`src/rtl/fifo_read_ctrl.sv`:
```
// Read-side controller for the 8-entry register-file FIFO: read pointer, pop/error decision,
// registered read data with one-cycle ack. Optional macro FIFO_RD_ERR_STICKY_EN makes rd_err sticky.
module fifo_read_ctrl #(
    parameter int DATA_WIDTH = 32
) (
    input  logic                    clk_i,
    input  logic                    reset_i,
    input  logic                    re_i,
    input  logic [3:0]              wr_ptr_i,
    input  logic [8*DATA_WIDTH-1:0] reg_data_i,
    output logic [3:0]              rd_ptr_o,
    output logic [DATA_WIDTH-1:0]   dout_o,
    output logic                    rd_ack_o,
    output logic                    rd_err_o,
    output logic                    empty_o,
    output logic [3:0]              data_count_o
);

    typedef enum logic [1:0] {
        IDLE = 2'd0,
        POP  = 2'd1,
        ERR  = 2'd2
    } state_t;

    state_t                  state_q, state_d;
    logic [3:0]              rd_ptr_q, rd_ptr_d;
    logic [DATA_WIDTH-1:0]   dout_q, dout_d;
    logic [DATA_WIDTH-1:0]   rd_entry;

    // Wrap bit only distinguishes full from empty; the entry is picked by the low 3 bits.
    assign empty_o      = (wr_ptr_i == rd_ptr_q);
    assign data_count_o = wr_ptr_i - rd_ptr_q;

    always_comb begin
        rd_entry = '0;
        for (int i = 0; i < 8; i++) begin
            if (rd_ptr_q[2:0] == i[2:0]) rd_entry = reg_data_i[i*DATA_WIDTH +: DATA_WIDTH];
        end
    end

    always_comb begin
        state_d  = IDLE;
        rd_ptr_d = rd_ptr_q;
        dout_d   = dout_q;
        if (re_i) begin
            if (!empty_o) begin
                state_d  = POP;
                rd_ptr_d = rd_ptr_q + 4'd1;
                dout_d   = rd_entry;
            end else begin
                state_d  = ERR;
            end
        end
    end

    always_ff @(posedge clk_i) begin
        if (reset_i) begin
            state_q  <= IDLE;
            rd_ptr_q <= '0;
            dout_q   <= '0;
        end else begin
            state_q  <= state_d;
            rd_ptr_q <= rd_ptr_d;
            dout_q   <= dout_d;
        end
    end

    assign rd_ptr_o = rd_ptr_q;
    assign dout_o   = dout_q;
    assign rd_ack_o = (state_q == POP);

`ifdef FIFO_RD_ERR_STICKY_EN
    // Held from the first error until a successful pop clears it.
    logic err_q;

    always_ff @(posedge clk_i) begin
        if (reset_i) begin
            err_q <= 1'b0;
        end else if (state_d == ERR) begin
            err_q <= 1'b1;
        end else if (state_d == POP) begin
            err_q <= 1'b0;
        end
    end

    assign rd_err_o = err_q;
`else
    assign rd_err_o = (state_q == ERR);
`endif

endmodule

```
`config.mk`:
```
export PLATFORM = sky130hd
export DESIGN_NAME = fifo_read_ctrl
export DESIGN_NICKNAME = d
export VERILOG_FILES = /design/src/rtl/fifo_read_ctrl.sv
export SDC_FILE = /design/constraint.sdc
export NUM_CORES = 1
export LEC_CHECK = 0
export BUFFER_PORTS_ARGS = -buffer_cell sky130_fd_sc_hd__buf_2
export CORE_ASPECT_RATIO = 0.6
export CORE_UTILIZATION = 40
export DETAILED_ROUTE_END_ITERATION = 7
export GPL_ROUTABILITY_DRIVEN = 0
export PLACE_DENSITY = 0.84
export SLEW_MARGIN = 20
export SYNTH_ARGS = -nofsm -noshare
export SYNTH_HDL_FRONTEND = slang
export SYNTH_SLANG_ARGS = --single-unit
```
`constraint.sdc`:
```
create_clock -name clk_i -period 2.15 [get_ports clk_i]
set_input_delay 0.215 -clock clk_i [delete_from_list [all_inputs] [get_ports clk_i]]
set_output_delay 0.215 -clock clk_i [all_outputs]
set_load 0.05 [all_outputs]
```
== After elaboration in Yosys (flattened, before gate mapping) ==
Index checks and enable logic that the tools add are counted.

* Flip-flop bits (word level): 38
* Bits of input ports: 263
* Output and inout port bits: 43
* Logic and storage cells: 29

* Add/sub/neg operators: 2
* Equal/unequal tests: 10
* Muxes and demuxes: 9
* Bitwise operators: 2
* Reduce and logical (&&, ||, !) cells: 3

{| class="wikitable"
|+ Operators by type and width
! cell !! count
|-
| 32-bit two-way mux || 8
|-
| 3-bit equality test, second input constant || 4
|-
| 3-bit by 2-bit equality test with 1-bit output, second input constant || 2
|-
| 4-bit by 1-bit adder with 4-bit output, second input constant || 1
|-
| 4-bit equality test || 1
|-
| 4-bit subtractor || 1
|-
| 3-bit by 1-bit equality test with 1-bit output, second input constant || 1
|-
| 3-bit zero test || 1
|-
| 2-bit by 1-bit equality test with 1-bit output, second input constant || 1
|-
| 2-bit equality test, second input constant || 1
|-
| 2-bit two-way mux || 1
|-
| 1-bit NOT || 2
|-
| 2-bit AND reduction || 1
|-
| 2-bit OR reduction || 1
|}

== Logic depth before layout (Yosys ltp) ==
Gate-level depths: netlist (run 1).

* Depth after elaboration: 9
* Gate-level depth with buffers: 10

== Least setup slack after synthesis (run 1) ==
Ideal clock, no wire load.

* Kind: register to output
* Start: reg rd_ptr_q[2], in the netlist rd_ptr_o[2]
* End: out data_count_o[3]
* Arrival: 2295 ps
* Data required time: 1935 ps
* Setup slack: -360 ps
* Stages on the path, launching flop included: 6
* Cell sequence: dfxtp_1 -> inv_2 -> clkbuf_1 -> ha_1 -> a21oi_1 -> xor2_1

* Cells in the longest elaborated chain, start to end: 1

{| class="wikitable"
|+ Ends and longest elaborated chain
! what !! line !! text
|-
| start, declared || 26 || <nowiki>logic [3:0] rd_ptr_q, rd_ptr_d;</nowiki>
|-
| start signal, assigned || 63 || <nowiki>rd_ptr_q <= rd_ptr_d;</nowiki>
|-
| 4-bit subtractor || 32 || <nowiki>assign data_count_o = wr_ptr_i - rd_ptr_q;</nowiki>
|-
| end, declared || 16 || <nowiki>output logic [3:0] data_count_o</nowiki>
|}

No other way between the ends.

== Worst setup path in the final report (run 1) ==
* Start: reg rd_ptr_q[0], in the netlist rd_ptr_o[0]
* End: out data_count_o[2]

The elaborated chain is that of the path after synthesis.

==> impl_metrics.yaml, run 1 <==
status:
  status: "finished, final reports clean"
synthesis:
  synth_nets: 914
  syn_inst: 641
  avgSynthCellArea_um2: 7.30
  synth_area_leaders: "dfxtp_1 16%, a21oi_1 10%, o211ai_1 10%"
  yosys_warnings: 0
  synth_top_area_cell: "dfxtp_1"
  netlist-cell-type-count: 40
  yosysTopAreaCellShare: 0.163
  seq_area_frac_synth: 0.163
  synth-seq-cells: 38
  syn_area_mm2: 0.00468
min_path:
  hp-start: "reg_data_i[254]"
  hp-class: "input pin to register"
final_layout:
  final_common_cell: "buf_2"
  postLayoutCoreUtil: 0.589
  syn2layout_area_growth_pct: 42.7
  final_area_mm2: 0.00668
  nFillCells: 1089
  drive_gt1_frac: 0.458
  fin_nets: 1182
  layout.cells.non_filler: 1072
  final_cell_mix: "303 x buf_2, 97 x a21oi_1, 70 x inv_1"
critical_path:
  worstPathMaxFanout: 5
  crit_type: "register to output port"
  worstReg2RegStart: "rd_ptr_o[0]"
  critPathCaptureType: "output port"
  critPathLaunchType: "register"
  crit_required_ns: 1.93
  critPathArrivalTime_ns: 1.82
  worstSetupStartpoint: "rd_ptr_o[0]"
timing:
  slew_violations: 0
  rsz0062_at_grt: "no"
  hold_slack_ns: 0.203
  fmax_mhz: 491
  finalClockSkew_ns: 0.00559
  fin_crit_sh: 0.948
  finalSetupViolCount: 0
  max-slew-margin-rel: 0.583
  hold_viol_final: 0
  worstMarginPinSlew_ns: 0.626
  fin_crit_ns: 2.04
  tns_ns: 0
clock_network:
  clkSinkCount: 38
  clk_path_buf_depth: 2
  cts_buffers: 5
  path_clk_slew_ns: 0.06
  htreeDepth: 2
  cts_tree: "done"
  clk_latency_ns: 0.29
  clockRootBuffer: "clkbuf_16"
die:
  ios: 306
  die_area_mm2: 0.0121
  core_mm2: 0.0113
  die_y_um: 85.8
  initial_core_util: 0.413
  rows: 30
  die_w_um: 142
route:
  drt-total-wl_mm: 18.1
  via_per_inst: 5.67
  drc: 0
  drt_iter0_markers: 299
  drtPass1Iterations: 5
  drtAntennaViolNets: 0
  vias: 6081
  wl_per_cell_um: 16.9
place:
  dp_hpwl_mm: 13.8
  io_buffer_count: 305
  dp_cells: 1061
  placed_area_mm2: 0.00651
global_routing:
  track_usage: 0.295
  grt_pass1_vias: 5757
  antenna_found_initial: 2
  grt_overflow: 0
  grt_max_degree: 54
  grt_first_pass_wirelength_mm: 28.6
power_and_ir_drop:
  power-per-cell-area_mw_per_mm2: 592
  peakVddDrop_mv: 0.399
  p_leak_nw: 2.97
run:
  max_cap_viol_count: 0
-- state kept, by name, summed over array words and instances, names as in the netlist --
signal / count
dout_o: 32
rd_ptr_o: 4
state_q: 2
-- per-stage QoR --
stage | power, mW | worst slack [ns]
2_1_floorplan | 2.46 | 0.0256
3_3_place_gp | 3.12 | 0.230
3_5_place_dp | 3.16 | 0.150
4_1_cts | 3.95 | 0.0392
5_1_grt | 4.19 | 0.00649
6_report | 3.96 | 0.113
-- final cells by class --
type / count / area (µm²) / share of cell area
inverter: 72 / 270 / 0.0405
timing repair buffer: 337 / 1950 / 0.292
sequential: 38 / 767 / 0.115
antenna: 2 / 5.00 / 0.000750
multi-input combinational: 455 / 3340 / 0.500
tap: 160 / 200 / 0.0300
clock inverter: 1 / 5.00 / 0.000750
clock buffer: 7 / 143 / 0.0214
-- worst paths after layout --
path / depth (start not counted) / slack, ns / endpoint
hold / removal: 3 / 0.20 / dout_o[30]
hold reg to reg: 2 / 0.49 / dout_o[29]
setup / recovery: 5 / 0.11 / data_count_o[2]
setup reg to reg: 7 / 0.15 / dout_o[5]
-- critical path, stage by stage (launching register included) --
cell,delay [ns]
dfxtp_2,0.35
buf_4,0.16
ha_1,0.21
fa_1,0.38
xnor2_1,0.16
buf_2,0.28
-- cells in the mapped netlist --
| library cell | instances |
|---|---|
| a2111oi_0 | 1 |
| a211oi_1 | 1 |
| a21o_1 | 1 |
| a21oi_1 | 98 |
| a221oi_1 | 2 |
| a221oi_2 | 29 |
| a22oi_1 | 31 |
| a311oi_1 | 2 |
| a311oi_2 | 29 |
| a31oi_1 | 1 |
| and2_1 | 1 |
| and3_1 | 1 |
| buf_1 | 1 |
| buf_2 | 19 |
| buf_4 | 6 |
| buf_6 | 5 |
| clkbuf_1 | 45 |
| dfxtp_1 | 38 |
| fa_1 | 1 |
| ha_1 | 9 |
| inv_1 | 71 |
| inv_2 | 1 |
| mux2i_1 | 1 |
| nand2_1 | 34 |
| nand2b_1 | 2 |
| nand3_1 | 2 |
| nand3b_1 | 31 |
| nor2_1 | 37 |
| nor2b_1 | 34 |
| nor3_1 | 2 |
| nor3b_1 | 1 |
| o211ai_1 | 63 |
| o21a_1 | 1 |
| o21ai_0 | 31 |
| o21ai_1 | 2 |
| o32ai_1 | 1 |
| or2_1 | 1 |
| xnor2_1 | 2 |
| xor2_1 | 2 |
| xor2_2 | 1 |
-- logic make-up after synthesis --
| kind of cell | Yosys count | share of synthesized area |
|---|---|---|
| buf+inv | 148 | 0.137 |
| compound gates | 293 | 0.495 |
| simple gates | 146 | 0.165 |
| mux | 1 | 0.00214 |
| flops | 38 | 0.163 |
| fa+ha+maj | 10 | 0.0284 |
| xor+xnor | 5 | 0.0110 |
-- what timing repair did --
action | CTS | global route
buffers inserted | 0 | 1
resized for setup | 0 | 4
endpoints found under the setup margin | 0 | 4
hold buffers | 0 | 0
-- where the power goes --
| part | total [mW] | switching [mW] | internal [mW] |
|---|---|---|---|
| clock | 0.777 | 0.316 | 0.461 |
| combinational | 2.33 | 1.38 | 0.949 |
| sequential | 0.845 | 0.0524 | 0.792 |
-- layer usage --
| layer | routed length, µm | global-route usage | up-vias |
|---|---|---|---|
| met5 | 0 | 0 | - |
| met4 | 257 | 0.0821 | 0 |
| met3 | 1760 | 0.0642 | 25 |
| met2 | 8360 | 0.504 | 314 |
| met1 | 7730 | 0.374 | 2861 |
| li1 | - | - | 2881 |
No activity file was read; power rests on OpenSTA's default activity.
==> run 2: changes to the inputs <==
--- a/config.mk
+++ b/config.mk
@@ -6,11 +6,11 @@
 export NUM_CORES = 1
 export LEC_CHECK = 0
 export BUFFER_PORTS_ARGS = -buffer_cell sky130_fd_sc_hd__buf_2
-export CORE_ASPECT_RATIO = 0.6
-export CORE_UTILIZATION = 40
+export CORE_AREA = 2 2 119 121
 export DETAILED_ROUTE_END_ITERATION = 7
+export DIE_AREA = 0 0 121 123
 export GPL_ROUTABILITY_DRIVEN = 0
-export PLACE_DENSITY = 0.84
+export PLACE_DENSITY = 0.72
 export SLEW_MARGIN = 20
 export SYNTH_ARGS = -nofsm -noshare
 export SYNTH_HDL_FRONTEND = slang
==> constraint.sdc (replaced) <==
create_clock -name clk_i -period 2.5 [get_ports clk_i]
set_input_delay 0.25 -clock clk_i [delete_from_list [all_inputs] [get_ports clk_i]]
set_output_delay 0.25 -clock clk_i [all_outputs]
set_load 0.05 [all_outputs]
==> impl_metrics.yaml, run 2 (synthesis results as in run 1) <==
timing:
  hold_slack_ns: 0.235
  slew_violations: 0
  fin_crit_ns: 2.28
  finalSetupViolCount: 0
  finalClockSkew_ns: 0.00843
  rsz0062_at_grt: "no"
  fmax_mhz: 438
  hold_viol_final: 0
  max-slew-margin-rel: 0.500
  worstMarginPinSlew_ns: 0.751
  fin_crit_sh: 0.914
  setup_slack_ns: 0.215
  tns_ns: 0
die:
  initial_core_util: 0.344
  die_y_um: 123
  ios: 306
  die_area_mm2: 0.0149
  die_w_um: 121
  rows: 43
  core_mm2: 0.0136
final_layout:
  nFillCells: 1371
  final_cell_mix: "305 x buf_2, 98 x a21oi_1, 71 x inv_1"
  postLayoutCoreUtil: 0.479
  n_antenna_cell: 0
  drive_gt1_frac: 0.447
  fin_nets: 1172
  multi_input_area_mm2: 0.00332
  largest_reg_flops: 32
  final_common_cell: "buf_2"
  syn2layout_area_growth_pct: 39.4
  regArea_um2: 762
power_and_ir_drop:
  peakVddDrop_mv: 0.237
  swShare: 0.446
  p_comb_frac: 0.583
  pwr-share-clk: 0.201
  total_power_mw: 3.33
  intPower_mw: 1.85
  switchingPower_mw: 1.49
  p_seq_frac: 0.216
  power-per-cell-area_mw_per_mm2: 511
  p_leak_nw: 2.89
critical_path:
  critPathLaunchType: "register"
  worstPathMaxFanout: 51
  max_stage_delay_ns: 0.52
  critPathArrivalTime_ns: 2.48
  cpMaxStageDelayCell: "ha_2"
  critPathCaptureType: "register"
  crit_type: "register to register"
  worstPathCellList: "buf_4 > inv_1 > ha_2 > buf_12 > nand3b_1 > a221oi_2 > o211ai_1 > a311oi_2"
  crit_required_ns: 2.69
min_path:
  hp-class: "input pin to register"
clock_network:
  postCtsHoldBufs: 0
  path_clk_slew_ns: 0.07
  cts.repair.resized: 0
  clkSinkCount: 38
  htreeDepth: 2
  cts_setup_buffers: 0
  cts_buffers: 5
  cts_tree: "done"
  clk_latency_ns: 0.29
  clockRootBuffer: "clkbuf_16"
  clk_path_buf_depth: 2
place:
  dp_hpwl_mm: 13.6
  io_buffer_count: 305
  post-place-ws_ns: 0.252
route:
  vias: 6012
  drtPass1Iterations: 7
  wl_per_cell_um: 17.1
  drt_iter0_markers: 419
  drc: 0
  via_per_inst: 5.57
  drt-total-wl_mm: 18.5
  drtAntennaViolNets: 0
global_routing:
  grt_first_pass_wirelength_mm: 28.3
  grt_max_degree: 67
  grt_overflow: 0
  antenna_found_initial: 0
  track_usage: 0.237
  grt_pass1_vias: 5675
status:
  status: "finished, final reports clean"
run:
  max_cap_viol_count: 0
run 2: cell types whose count changed in the layout (fill, tap and decap cells not counted), moves of 2 or more:
cell,delta
buf_12,-6
buf_4,-4
buf_2,+2
clkbuf_4,-2
dfxtp_1,+2
diode_2,-2
run 2: worst paths after layout:
check,start,to,slack [ns],depth (start not counted)
hold / removal,reg_data_i[224],dout_o[0],0.24,3
hold reg to reg,dout_o[30],dout_o[30],0.50,2
setup / recovery,rd_ptr_o[0],dout_o[12],0.22,8
setup reg to reg,rd_ptr_o[0],dout_o[12],0.22,8
run 2: layout make-up:
class	count	share of cell area
Clock inverter	1	0.000768
Inverter	72	0.0415
Clock buffer	7	0.0219
Multi-Input combinational cell	455	0.510
Tap cell	180	0.0345
Sequential cell	38	0.117
Timing Repair Buffer	327	0.275
run 2: power groups by stage:
stage	Combinational [mW]	Clock [mW]	Sequential, mW
finish	1.94	0.669	0.722
global route	2.10	0.707	0.730
CTS	1.94	0.687	0.722
detailed placement	1.93	0	0.734
global placement	1.92	0	0.733
floorplan	1.13	0	0.985
run 2: through the flow:
step | instances | cell area [µm²]
5_1_grt | 1080 | 6520
3_3_place_gp | 1072 | 6370
2_1_floorplan | 641 | 4690
4_1_cts | 1080 | 6520
6_report | 1080 | 6520
3_5_place_dp | 1072 | 6370
run 2: critical path, delay by kind of cell, from the launching register on:
| family | cells | cell delay, ns |
|---|---|---|
| flip-flops | 1 | 0.31 |
| AO/OA/AOI/OAI | 3 | 0.63 |
| AND/OR/NAND/NOR | 1 | 0.14 |
| buffers and inverters | 3 | 0.57 |
| adder cells (fa/ha/maj) | 1 | 0.52 |
run 2: routing by layer:
| metal | part of all wire | GRT usage | vias up |
|---|---|---|---|
| met4 | 0.018 | 0.0734 | 0 |
| met5 | 0 | 0 | - |
| met3 | 0.093 | 0.0387 | 29 |
| met1 | 0.39 | 0.290 | 2758 |
| met2 | 0.50 | 0.426 | 355 |
| li1 | - | - | 2870 |
==> run 3: changes to the inputs <==
--- a/config.mk
+++ b/config.mk
@@ -10,6 +10,7 @@
 export DETAILED_ROUTE_END_ITERATION = 7
 export DIE_AREA = 0 0 121 123
 export GPL_ROUTABILITY_DRIVEN = 0
+export MAX_ROUTING_LAYER = met4
 export PLACE_DENSITY = 0.72
 export SLEW_MARGIN = 20
 export SYNTH_ARGS = -nofsm -noshare
==> impl_metrics.yaml, run 3 (synthesis results as in run 1) <==
status:
  status: "finished, final reports clean"
final_layout:
  final_cell_mix: "305 x buf_2, 98 x a21oi_1, 71 x inv_1"
  postLayoutCoreUtil: 0.479
  largest_reg_flops: 32
  syn2layout_area_growth_pct: 39.4
  regArea_um2: 762
  final_common_cell: "buf_2"
  n_antenna_cell: 0
  drive_gt1_frac: 0.447
  fin_nets: 1172
  nFillCells: 1371
  final_area_mm2: 0.00652
  multi_input_area_mm2: 0.00332
critical_path:
  critPathArrivalTime_ns: 2.49
  cpMaxStageDelayCell: "ha_2"
  max_stage_delay_ns: 0.52
  critPathLaunchType: "register"
  worstPathCellList: "buf_4 > inv_1 > ha_2 > buf_12 > nand3b_1 > a221oi_2 > o211ai_1 > a311oi_2"
  crit_required_ns: 2.69
  worstPathMaxFanout: 51
  crit_type: "register to register"
  regToRegSetupSlack_ns: 0.21
  critPathCaptureType: "register"
route:
  drt-total-wl_mm: 18.5
  drtAntennaViolNets: 0
  via_per_inst: 5.59
  vias: 6033
  drtPass1Iterations: 5
  wl_per_cell_um: 17.2
  drc: 0
  drt_iter0_markers: 435
clock_network:
  htreeDepth: 2
  clockRootBuffer: "clkbuf_16"
  clkSinkCount: 38
  path_clk_slew_ns: 0.06
  cts_tree: "done"
  cts.repair.resized: 0
  clk_latency_ns: 0.29
  postCtsHoldBufs: 0
  clk_path_buf_depth: 2
  cts_setup_buffers: 0
  cts_buffers: 5
run:
  max_cap_viol_count: 0
timing:
  fin_crit_sh: 0.918
  finalSetupViolCount: 0
  rsz0062_at_grt: "no"
  tns_ns: 0
  fin_crit_ns: 2.29
  worstMarginPinSlew_ns: 0.747
  finalClockSkew_ns: 0.00533
  slew_violations: 0
  fmax_mhz: 436
  hold_viol_final: 0
  max-slew-margin-rel: 0.502
place:
  placed_area_mm2: 0.00637
  dp_hpwl_mm: 13.6
  io_buffer_count: 305
global_routing:
  track_usage: 0.244
  antenna_found_initial: 0
  grt_overflow: 0
  grt_first_pass_wirelength_mm: 28.3
  grt_pass1_vias: 5684
  grt_max_degree: 67
die:
  initial_core_util: 0.344
  ios: 306
  core_mm2: 0.0136
  rows: 43
  die_w_um: 121
  die_y_um: 123
  die_area_mm2: 0.0149
power_and_ir_drop:
  peakVddDrop_mv: 0.237
  p_leak_nw: 2.89
  power-per-cell-area_mw_per_mm2: 511
  total_power_mw: 3.33
min_path:
  hp-class: "input pin to register"
run 3: path summary, 6_finish.rpt:
check,startpoint,end,depth (start not counted)
worst min register to register,dout_o[30],dout_o[30],2
worst max register to register,rd_ptr_o[0],dout_o[12],8
worst min-delay path,reg_data_i[224],dout_o[0],3
worst max-delay path,rd_ptr_o[0],dout_o[12],8
run 3: cell type report:
cell class / count / area share
inverters: 72 / 0.0415
clock inverters: 1 / 0.000768
multi-input cells: 455 / 0.510
clock buffers: 7 / 0.0219
repair buffers: 327 / 0.275
well taps: 180 / 0.0345
flip-flops and latches: 38 / 0.117
run 3: metrics by stage:
step	setup slack [ns]	hold WS [ns]	instances
after floorplan	0.0371	0.401	641
after detailed placement	0.252	0.490	1072
after global placement	0.354	0.476	1072
after global routing	0.102	0.252	1080
after CTS	0.241	0.233	1080
final	0.206	0.240	1080
run 3: where the power goes:
part           switching [mW]  internal (mW)  total [mW]
registers              0.0420          0.681       0.723
clock network           0.268          0.396       0.665
logic                    1.18          0.769        1.95
total                    1.49           1.85        3.33
run 3: worst max-delay path: cells and delay by family, from the launching register on:
kind / cells / cell delay, ns
simple gates: 1 / 0.14
buf+inv: 3 / 0.56
compound gates: 3 / 0.63
fa+ha+maj: 1 / 0.52
flops: 1 / 0.31
run 3: metal layers:
| layer | GRT usage | vias up | part of all wire |
|---|---|---|---|
| li1 | - | 2865 | - |
| met1 | 0.293 | 2769 | 0.39 |
| met2 | 0.426 | 363 | 0.50 |
| met3 | 0.0327 | 36 | 0.091 |
| met4 | 0.0741 | 0 | 0.020 |
| met5 | - | - | 0 |
